<file path="src/rtl/if_stage.sv">
// -----------------------------------------------------------------------------
// if_stage : instruction-fetch stage and IF/ID pipeline register of the
//            5-stage RV32I core.
//
// Owns the fetch PC and keeps at most one request in flight to instruction
// memory over a req/valid handshake. The IF/ID register feeds ID, and the
// stage obeys the stall (IFWrite) and redirect (Branch/Jump) controls that
// come back from ID.
//
// Optional feature macro: IF_PERF_CNT_EN
//   When defined, the fetch_cnt/stall_cnt performance counters are added.
//
// Ports
//   clk            core clock, every register updates on the rising edge
//   rst_n          asynchronous active-low reset
//   IFWrite        0 = hold the PC and IF/ID (load-use stall)
//   Branch         conditional branch taken (target in BranchAddr)
//   Jump           JAL/JALR (target in JumpAddr); wins over Branch
//   JumpAddr       jump target
//   BranchAddr     branch target
//   imem_req       fetch request, held until imem_valid
//   imem_addr      fetch address, always word aligned
//   imem_valid     one-cycle response strobe
//   imem_rdata     fetched instruction, qualified by imem_valid
//   Instruction_id IF/ID instruction (NOP_INSTR for a bubble)
//   PC_id          IF/ID program counter
//   valid_id       1 = Instruction_id is a real fetched instruction
//   fetch_cnt      (IF_PERF_CNT_EN) count of valid loads into IF/ID
//   stall_cnt      (IF_PERF_CNT_EN) count of cycles with IFWrite=0
// -----------------------------------------------------------------------------
module if_stage #(
  parameter logic [31:0] RESET_PC  = 32'h0000_0000,
  parameter logic [31:0] NOP_INSTR = 32'h0000_0013
) (
  input  logic        clk,
  input  logic        rst_n,
  input  logic        IFWrite,
  input  logic        Branch,
  input  logic        Jump,
  input  logic [31:0] JumpAddr,
  input  logic [31:0] BranchAddr,
  output logic        imem_req,
  output logic [31:0] imem_addr,
  input  logic        imem_valid,
  input  logic [31:0] imem_rdata,
  output logic [31:0] Instruction_id,
  output logic [31:0] PC_id,
  output logic        valid_id
`ifdef IF_PERF_CNT_EN
  ,
  output logic [31:0] fetch_cnt,
  output logic [31:0] stall_cnt
`endif
);

  typedef enum logic [1:0] {
    IDLE  = 2'd0,
    FETCH = 2'd1,
    HOLD  = 2'd2,
    KILL  = 2'd3
  } state_e;

  // The PC register only ever holds word-aligned values, so imem_addr can be
  // driven straight from it.
  localparam logic [31:0] RESET_PC_ALIGNED = {RESET_PC[31:2], 2'b00};

  state_e      state_q, state_d;
  logic [31:0] pc_q, pc_d;
  logic        req_q, req_d;
  logic [31:0] instr_q, instr_d;
  logic [31:0] pcid_q, pcid_d;
  logic        valid_q, valid_d;
  logic [31:0] hold_q, hold_d;

  logic        redirect_s;
  logic [31:0] target_s;
  logic [31:0] pc_inc_s;
  logic        load_valid_s;

  assign redirect_s = IFWrite & (Branch | Jump);
  assign target_s   = Jump ? {JumpAddr[31:2], 2'b00} : {BranchAddr[31:2], 2'b00};
  assign pc_inc_s   = pc_q + 32'd4;

  // Next-state, PC and IF/ID selection.
  always_comb begin
    state_d      = state_q;
    pc_d         = pc_q;
    instr_d      = instr_q;
    pcid_d       = pcid_q;
    valid_d      = valid_q;
    hold_d       = hold_q;
    load_valid_s = 1'b0;

    case (state_q)
      // First cycle out of reset: anything on imem_valid belongs to a request
      // issued before reset and is ignored.
      IDLE: begin
        state_d = FETCH;
      end

      FETCH: begin
        if (redirect_s) begin
          // Flush the wrong-path slot; a response landing this cycle is
          // dropped, otherwise the one still in flight must be swallowed.
          instr_d = NOP_INSTR;
          pcid_d  = pc_q;
          valid_d = 1'b0;
          pc_d    = target_s;
          hold_d  = NOP_INSTR;
          state_d = imem_valid ? FETCH : KILL;
        end else if (IFWrite) begin
          if (imem_valid) begin
            instr_d      = imem_rdata;
            pcid_d       = pc_q;
            valid_d      = 1'b1;
            pc_d         = pc_inc_s;
            load_valid_s = 1'b1;
          end else begin
            instr_d = NOP_INSTR;
            pcid_d  = pc_q;
            valid_d = 1'b0;
          end
        end else if (imem_valid) begin
          // ID is stalled: park the instruction until IF/ID may advance.
          hold_d  = imem_rdata;
          state_d = HOLD;
        end else begin
          state_d = FETCH;
        end
      end

      HOLD: begin
        if (redirect_s) begin
          instr_d = NOP_INSTR;
          pcid_d  = pc_q;
          valid_d = 1'b0;
          pc_d    = target_s;
          hold_d  = NOP_INSTR;
          state_d = FETCH;
        end else if (IFWrite) begin
          instr_d      = hold_q;
          pcid_d       = pc_q;
          valid_d      = 1'b1;
          pc_d         = pc_inc_s;
          hold_d       = NOP_INSTR;
          load_valid_s = 1'b1;
          state_d      = FETCH;
        end else begin
          state_d = HOLD;
        end
      end

      KILL: begin
        // No new request until the stale response has been seen; a further
        // redirect just moves the restart PC.
        if (IFWrite) begin
          instr_d = NOP_INSTR;
          pcid_d  = pc_q;
          valid_d = 1'b0;
        end else begin
          instr_d = instr_q;
        end
        if (redirect_s) begin
          pc_d = target_s;
        end else begin
          pc_d = pc_q;
        end
        if (imem_valid) begin
          state_d = FETCH;
        end else begin
          state_d = KILL;
        end
      end

      default: begin
        state_d = IDLE;
      end
    endcase

    req_d = (state_d == FETCH);
  end

  // State, PC, request and IF/ID registers.
  always_ff @(posedge clk or negedge rst_n) begin
    if (!rst_n) begin
      state_q <= IDLE;
      pc_q    <= RESET_PC_ALIGNED;
      req_q   <= 1'b0;
      instr_q <= NOP_INSTR;
      pcid_q  <= 32'h0000_0000;
      valid_q <= 1'b0;
      hold_q  <= NOP_INSTR;
    end else begin
      state_q <= state_d;
      pc_q    <= pc_d;
      req_q   <= req_d;
      instr_q <= instr_d;
      pcid_q  <= pcid_d;
      valid_q <= valid_d;
      hold_q  <= hold_d;
    end
  end

  assign imem_req       = req_q;
  assign imem_addr      = pc_q;
  assign Instruction_id = instr_q;
  assign PC_id          = pcid_q;
  assign valid_id       = valid_q;

`ifdef IF_PERF_CNT_EN
  logic [31:0] fetch_cnt_q;
  logic [31:0] stall_cnt_q;

  // Performance counters; both wrap naturally at 2^32.
  always_ff @(posedge clk or negedge rst_n) begin
    if (!rst_n) begin
      fetch_cnt_q <= 32'h0000_0000;
      stall_cnt_q <= 32'h0000_0000;
    end else begin
      fetch_cnt_q <= fetch_cnt_q + {31'd0, load_valid_s};
      stall_cnt_q <= stall_cnt_q + {31'd0, ~IFWrite};
    end
  end

  assign fetch_cnt = fetch_cnt_q;
  assign stall_cnt = stall_cnt_q;
`endif

endmodule

</file>
<file path="config.mk">
export PLATFORM = sky130hd
export DESIGN_NAME = if_stage
export DESIGN_NICKNAME = d
export VERILOG_FILES = /design/src/rtl/if_stage.sv
export SDC_FILE = /design/constraint.sdc
export NUM_CORES = 1
export LEC_CHECK = 0
export CAP_MARGIN = 20
export CORE_MARGIN = 10
export CORE_UTILIZATION = 35
export DETAILED_ROUTE_END_ITERATION = 6
export GPL_ROUTABILITY_DRIVEN = 1
export PLACE_DENSITY = 0.6
export SETUP_SLACK_MARGIN = 0.02
export SLEW_MARGIN = 20
export SYNTH_ARGS = -nofsm -noshare
export SYNTH_HDL_FRONTEND = slang
export SYNTH_SLANG_ARGS = --single-unit
</file>
<file path="constraint.sdc">
create_clock -name clk -period 2.4 [get_ports clk]
set_clock_uncertainty 0.05 [all_clocks]
set_input_delay 0.48 -clock clk [delete_from_list [all_inputs] [get_ports clk]]
set_output_delay 0.48 -clock clk [all_outputs]
set_load 0.05 [all_outputs]
</file>
# Word-level counts from Yosys, hierarchy flattened
# Index checks and enable logic that the tools add are counted.
[op_classes]
bitwise = 2
n_mux = 37
n_eq_ne = 10
add_sub_neg = 1
reduce_logical = 8
[op_table]
columns = ["op", "count"]
rows = [
  ["2-to-1 mux 32 bit", 19],
  ["case mux 32 bit (3 select lines)", 2],
  ["case mux 32 bit (2 select lines)", 2],
  ["adder 32 x 3 -> 32 bit, second input constant", 1],
  ["2-to-1 mux 2 bit", 6],
  ["!= test 3 bit, second input constant", 4],
  ["case mux 2 bit (4 select lines)", 1],
  ["AND reduction 4 bit", 2],
  ["2-to-1 mux 1 bit", 6],
  ["AND reduction 5 bit", 1],
  ["== test 2 x 1 -> 1 bit, second input constant", 2],
  ["== test 2 bit, second input constant", 2],
  ["!= test 2 bit, second input constant", 2],
  ["nonzero test 2 bit", 2],
  ["case mux 1 bit (3 select lines)", 1],
  ["nonzero test 3 bit", 1],
  ["logical NOT 2 bit", 1],
  ["OR reduction 2 bit", 1],
  ["bitwise AND 1 bit", 1],
  ["bitwise OR 1 bit", 1],
]
[totals]
out_inout_bits = 98
word_cells = 65
reg_bits = 132

# Depth between registers and ports, before layout
# Gate-level depths: netlist (run 1).
[depth]
ltp_word = 5
ltp_mapped = 8
depth_no_buf = 6

# Least setup slack after synthesis (run 1)
# No wires, ideal clock.
[synth_path]
path_type = "reg2reg"
from = "register pc_q[2] (netlist: imem_addr[2])"
to = "register pc_q[26] (netlist: imem_addr[26])"
setup_slack_ps = 153
n_path_buf = 0
path_stages_with_launch = 7
t_arrival_ps = 2073
required_ps = 2226
period_less_slack_ps = 2247
path_cell_list = "dfrtp_1 > ha_1 > nand4_4 > nor3_4 > nand3_1 > mux2i_1 > a211o_1"
[synth_between]
elab_chain_len = 5
[synth_rtl]
columns = ["item", "line", "source"]
rows = [
  ["start, declared", "68", "logic [31:0] pc_q, pc_d;"],
  ["start signal, assigned", "195", "pc_q <= pc_d;"],
  ["adder 32 x 3 -> 32 bit *", "82", "assign pc_inc_s = pc_q + 32'd4;"],
  ["2-to-1 mux 32 bit", "112", "if (imem_valid) begin"],
  ["2-to-1 mux 32 bit", "111", "end else if (IFWrite) begin"],
  ["2-to-1 mux 32 bit", "102", "if (redirect_s) begin"],
  ["case mux 32 bit (3 select lines) *", "94", "case (state_q)"],
]
# Mark *: on every way between the ends. The rest lies on a longest branch, timed or not. The select of a mux whose other input is x is not followed.
# A chain may end at the register's enable or synchronous reset.

# Final worst setup path (run 1)
[layout_path]
from = "register pc_q[6] (netlist: imem_addr[6])"
to = "output imem_addr[6]"
[layout_lines]
columns = ["item", "line", "source"]
rows = [
  ["end, declared", "43", "output logic [31:0] imem_addr,"],
]
# No word-level cell between the ends.

==> results.toml, run 1 <==
[yosys]
ys_seq_area_share_pct = 50.7
syn-cell-area_mm2 = 0.00633
yosysWarningCount = 0
ys_ff_latch = 128
synth-main-ff-cell = "dfrtp_1"
synthArstFlopShare_pct = 100
synth-edff-count = 0
synthCells = 662
avgSynthCellArea_um2 = 9.57
ys_types = 53

[run]
max_cap_viol_count = 0

[setup_path]
r2r_cells = 5
cp_max_fo = 5
cp_num_buf_inv = 1
crit_family = "buffers and inverters"
r2r-end = "imem_addr[25]"
path_cells = "clkdlybuf4s50_1"
r2r_slack_ns = 0.34
startpoint_type = "flop"
timing.rr.start = "imem_addr[13]"
crit_type = "reg -> out"
slowest_delay_ns = 0.88
endpoint_kind = "output pin"
arrival_ns = 1.78
critPathSlowestCell = "clkdlybuf4s50_1"
cp.required_ns = 1.87

[placed_design]
pre_cts_slack_ns = 0.0605
dp.cells = 1059
gp_congestion = 0.828
port_buffers = 191
dp.final_hpwl_mm = 14.5

[clock_tree]
cts_tree = "yes"
cts_resized = 1
htreeDepth = 4
cts.path.max_buffers = 2
clk_latency_ns = 0.41
path_clk_slew_ns = 0.06
numCtsBuffers = 17
cts_hold_buf = 0
cts_root_buf = "clkbuf_16"
post_cts_buffers = 0
cts.sinks = 128

[timing]
fin_crit_ns = 2.31
rsz0062_at_grt = "no"
fin_crit_sh_pct = 96.1
final_hold_viol_count = 1
tightest_slew_ns = 0.702
setup_viol = 0
slew_violations = 0
fmax_mhz = 434
max_slew_margin_pct = 53.2
fin_setup_tns_ns = 0
setup_slack_ns = 0.0934
fin_hold_ws_ns = -0.00244

[drt]
dr.pass1.iters = 5
via_per_inst = 5.22
dr_total_vias = 5693
wl_per_cell_um = 18.3
ant_nets = 0
drtIter0Drc = 321
drt_wl_total_mm = 20.0
post-route-drc-count = 0

[layout]
antennaDiodeCount = 0
area_growth_syn_to_layout_pct = 46.6
postLayoutCoreUtil_pct = 51.9
fill_cells = 1596
fin_cells = 1090
drive_above_1_share_pct = 13.9
nNetsFinal = 952

[global_routing]
gr-usage-all-layers_pct = 16.7
grt_max_degree = 64
grt_antenna_before_repair = 0
first_global_vias = 5973
grt.overflow.total = 0
grt_pass1_wl_mm = 32.6

[floorplan]
core_area_mm2 = 0.0179
rows = 49
initial_core_util_pct = 35.4
die_y_um = 155
dieArea_mm2 = 0.0239
io_pins = 200
die_w_um = 155

[min_path]
min_path_type = "in -> async"

[run_status]
violations = "hold timing"
outcome = "complete, but fails checks"

[power_and_ir_drop]
power_density_mw_per_mm2 = 1100
leakage_nw = 3.83
max-vdd-ir-drop_mv = 0.665
[synthesized netlist by cell type (all sizes together) (3+ instances only)]
library cell / number / area share [%]
dfrtp: 122 / 48
nor2b: 5 / 0.49
mux2i: 17 / 2.7
nand2: 124 / 7.3
o22a: 5 / 0.69
dfstp: 6 / 2.5
mux2: 36 / 6.4
and3: 6 / 0.59
inv: 9 / 0.53
a2bb2oi: 8 / 1.1
nand4: 9 / 1.1
clkbuf: 22 / 1.3
a21oi: 35 / 2.8
o22ai: 9 / 0.89
a22oi: 33 / 3.9
o21ai: 88 / 7.0
nor2: 20 / 1.2
o31ai: 4 / 0.47
nor4: 3 / 0.53
nor3: 12 / 1.1
buf: 31 / 2.6
nand3: 22 / 2.0
a31oi: 6 / 0.69
or3: 4 / 0.47
a211oi: 3 / 0.36
[layout make-up]
class | instances | area [um^2] | share of cell area (%)
Clock buffer | 22 | 484 | 5.21
Inverter | 9 | 33.8 | 0.364
Multi-Input combinational cell | 475 | 2880 | 31.0
Clock inverter | 9 | 179 | 1.93
Sequential cell | 128 | 3210 | 34.6
Timing Repair Buffer | 218 | 2210 | 23.8
Tap cell | 229 | 287 | 3.09
[power by group]
group	leakage, nW	internal [W]	switching (W)	total [W]
sequential	1.56	0.00272	0.000488	0.00321
combinational	1.95	0.00147	0.00265	0.00412
clock	0.318	0.00195	0.000937	0.00288
[registers in the layout (all words and copies together), names as in the netlist]
register / count
PC_id: 30
imem_req: 1
valid_id: 1
Instruction_id: 32
hold_q: 32
imem_addr: 30
state_q: 2
[placed cells by master (no fill, tap or decap), drive strengths merged, types with 3 or more instances in the layout]
cell type	instances
dfrtp	122
clkdlybuf4s50	184
o21ai	88
mux2i	17
mux2	36
inv	9
buf	30
clkbuf	22
a211oi	3
dfstp	6
nand2	124
a2bb2oi	8
conb	4
and3	6
nor3	12
nand3	22
nor2	20
or3	4
a21oi	35
nor2b	5
bufinv	5
o22ai	9
a31oi	6
a22oi	33
nand4	9
dlymetal6s2s	3
nor4	3
o22a	5
o31ai	4
[logic make-up (layout without fill, tap and decap cells)]
group,Yosys count,after routing,share of synthesized area (%)
simple gates,213,213,15.9
compound gates,204,204,19.6
flops,128,128,50.7
buf+inv,62,258,4.48
mux,53,53,9.09
fa+ha+maj,1,1,0.197
other cells,1,4,0.0592
[routing by layer]
layer	global-route usage, %	wire, um	up-vias	part of all wire, %
met2	28.2	10400	156	52
met3	4.30	992	20	5.0
met5	0	0	-	0
met1	20.1	8270	2772	41
li1	-	-	2745	-
met4	5.94	367	0	1.8
[worst max path at each step]
| stage | startpoint | to | slack, ns | cells past startpoint |
|---|---|---|---|---|
| after floorplan | imem_addr[2] | imem_addr[26] | 0.15 | 6 |
| after global placement | Branch | hold_q[25] | 0.11 | 7 |
| after detailed placement | Branch | hold_q[25] | 0.06 | 7 |
| after CTS | imem_addr[25] | imem_addr[25] | 0.06 | 1 |
| after global routing | imem_addr[13] | imem_addr[13] | 0.03 | 1 |
| final | imem_addr[6] | imem_addr[6] | 0.09 | 1 |
[metrics by stage]
stage	power, W	instance area (um^2)
after floorplan	0.00575	6350
after global placement	0.00731	8620
after detailed placement	0.00739	8620
after CTS	0.0103	9280
after global routing	0.0107	9290
final	0.0102	9290
Note: power is estimated with default switching activity, not from simulation.
==> inputs of run 2 (changes only) <==
--- a/config.mk
+++ b/config.mk
@@ -6,7 +6,6 @@
 export NUM_CORES = 1
 export LEC_CHECK = 0
 export CAP_MARGIN = 20
-export CORE_MARGIN = 10
 export CORE_UTILIZATION = 35
 export DETAILED_ROUTE_END_ITERATION = 6
 export GPL_ROUTABILITY_DRIVEN = 1
==> run 2 against run 1 <==
Setup slack got worse by 0.0028 ns. Clock power down 9.4%. Worst hold slack got worse by 0.0098 ns. Sequential share of layout area is 0.23 points higher. First-iteration DRC count increased by 5.6%. Combinational power fell by 1%. Total power decreased by 3.0%. Largest cell class unchanged. The run still ends with hold timing left. Final cell count decreased by 0.28%. Sequential cell count unchanged. Utilization is 0.90 points higher.
==> results.toml, run 2 (synthesis results as in run 1) <==
[timing]
rsz0062_at_grt = "no"
max_slew_margin_pct = 54.5
setup_viol = 0
final_hold_viol_count = 12
fin_crit_sh_pct = 96.2
fmax_mhz = 433
tightest_slew_ns = 0.676
fin_crit_ns = 2.31
slew_violations = 0
fin_setup_tns_ns = 0
fin_hold_ws_ns = -0.0122

[drt]
wl_per_cell_um = 16.8
dr_total_vias = 5704
post-route-drc-count = 0
drt_wl_total_mm = 18.2
ant_nets = 0
drtIter0Drc = 339
dr.pass1.iters = 5
via_per_inst = 5.25

[global_routing]
top_usage_layer = "met2"
use_met3_pct = 3.26
grt_antenna_before_repair = 0
globalRouteMet2Util_pct = 33.5
grt.overflow.total = 0
gr-usage-all-layers_pct = 20.1
grtUsageMet1_pct = 26.1
grt_max_degree = 77
first_global_vias = 5672
grt_pass1_wl_mm = 29.0

[clock_tree]
path_clk_slew_ns = 0.06
numCtsBuffers = 17
htreeDepth = 4
cts_root_buf = "clkbuf_16"
cts_hold_buf = 0
post_cts_buffers = 0
cts.sinks = 128
cts.path.max_buffers = 2
cts_tree = "yes"
clk_latency_ns = 0.42

[layout]
nNetsFinal = 952
antennaDiodeCount = 0
drive_above_1_share_pct = 14.0
final_common_cell = "clkdlybuf4s50_1"
area_growth_syn_to_layout_pct = 45.6
layout_common_cells = "clkdlybuf4s50_1 (186), nand2_1 (124), dfrtp_1 (122)"

[setup_path]
cp.depth = 1
slowest_delay_ns = 0.86
arrival_ns = 1.78
crit_type = "reg -> out"
path_cells = "clkdlybuf4s50_1"
timing.rr.start = "imem_addr[2]"
r2r_cells = 5
endpoint_kind = "output pin"
cp_num_buf_inv = 1
r2r_slack_ns = 0.24
cp_max_fo = 7
crit_family = "buffers and inverters"
cp.required_ns = 1.87
critPathSlowestCell = "clkdlybuf4s50_1"
r2r-end = "imem_addr[30]"
startpoint_type = "flop"

[min_path]
min_path_type = "in -> async"

[power_and_ir_drop]
pwr-share-comb_pct = 41.2
max-vdd-ir-drop_mv = 0.817
switching_power_w = 0.00422
p_int_w = 0.00568
power_density_mw_per_mm2 = 1070
p_clk_share_pct = 26.3
pwr-share-seq_pct = 32.4
swShare_pct = 42.6
leakage_nw = 3.81
power.total_w = 0.00990

[floorplan]
io_pins = 200
die_w_um = 137
rows = 48
initial_core_util_pct = 36.2
dieArea_mm2 = 0.0186
die_y_um = 137
core_area_mm2 = 0.0175

[run_status]
violations = "hold timing"
outcome = "complete, but fails checks"

[placed_design]
gp_congestion = 0.802
port_buffers = 191
dp.final_hpwl_mm = 13.1

[run]
max_cap_viol_count = 0
==> run 2: metal layers <==
metal  share of wire (%)  wire, um
met1                  43      7820
met2                  51      9210
met3                 4.6       834
met4                 2.0       359
met5                   0         0
==> run 2: power groups by stage <==
| stage | Clock (W) | Combinational, W | Sequential, W |
|---|---|---|---|
| 6_report | 0.00261 | 0.00408 | 0.00321 |
| 5_1_grt | 0.00278 | 0.00431 | 0.00330 |
| 4_1_cts | 0.00267 | 0.00411 | 0.00321 |
| 3_5_place_dp | 0 | 0.00410 | 0.00325 |
| 3_3_place_gp | 0 | 0.00405 | 0.00321 |
| 2_1_floorplan | 0 | 0.00110 | 0.00465 |
==> run 2: how the worst max path moves through the flow <==
| stage | start | to |
|---|---|---|
| floorplan | imem_addr[2] | imem_addr[26] |
| global placement | IFWrite | imem_addr[24] |
| detailed placement | IFWrite | imem_addr[14] |
| CTS | imem_addr[2] | imem_addr[2] |
| global route | imem_addr[9] | imem_addr[9] |
| finish | imem_addr[5] | imem_addr[5] |
==> run 2: timing repair <==
| item | CTS | global route |
|---|---|---|
| hold endpoints to repair | 0 | 0 |
| setup endpoints to repair | 0 | 3 |
| gates resized for setup | 0 | 3 |
==> run 2: final cells by class <==
type | count | area (um^2)
Multi-Input combinational cell | 475 | 2880
Inverter | 9 | 33.8
Fill cell | 1578 | 8250
Timing Repair Buffer | 218 | 2230
Sequential cell | 128 | 3210
Clock inverter | 15 | 164
Tap cell | 225 | 282
Clock buffer | 17 | 425
==> run 2: metrics by stage <==
| stage | setup slack (ns) | util (%) | instance area (um^2) | std cells |
|---|---|---|---|---|
| global route | 0.0397 | 52.8 | 9220 | 1087 |
| CTS | 0.0273 | 52.7 | 9220 | 1087 |
| floorplan | 0.153 | - | 6350 | 665 |
| global placement | 0.0138 | 49.4 | 8630 | 1055 |
| detailed placement | -0.0362 | 49.4 | 8630 | 1055 |
| finish | 0.0906 | 52.8 | 9220 | 1087 |
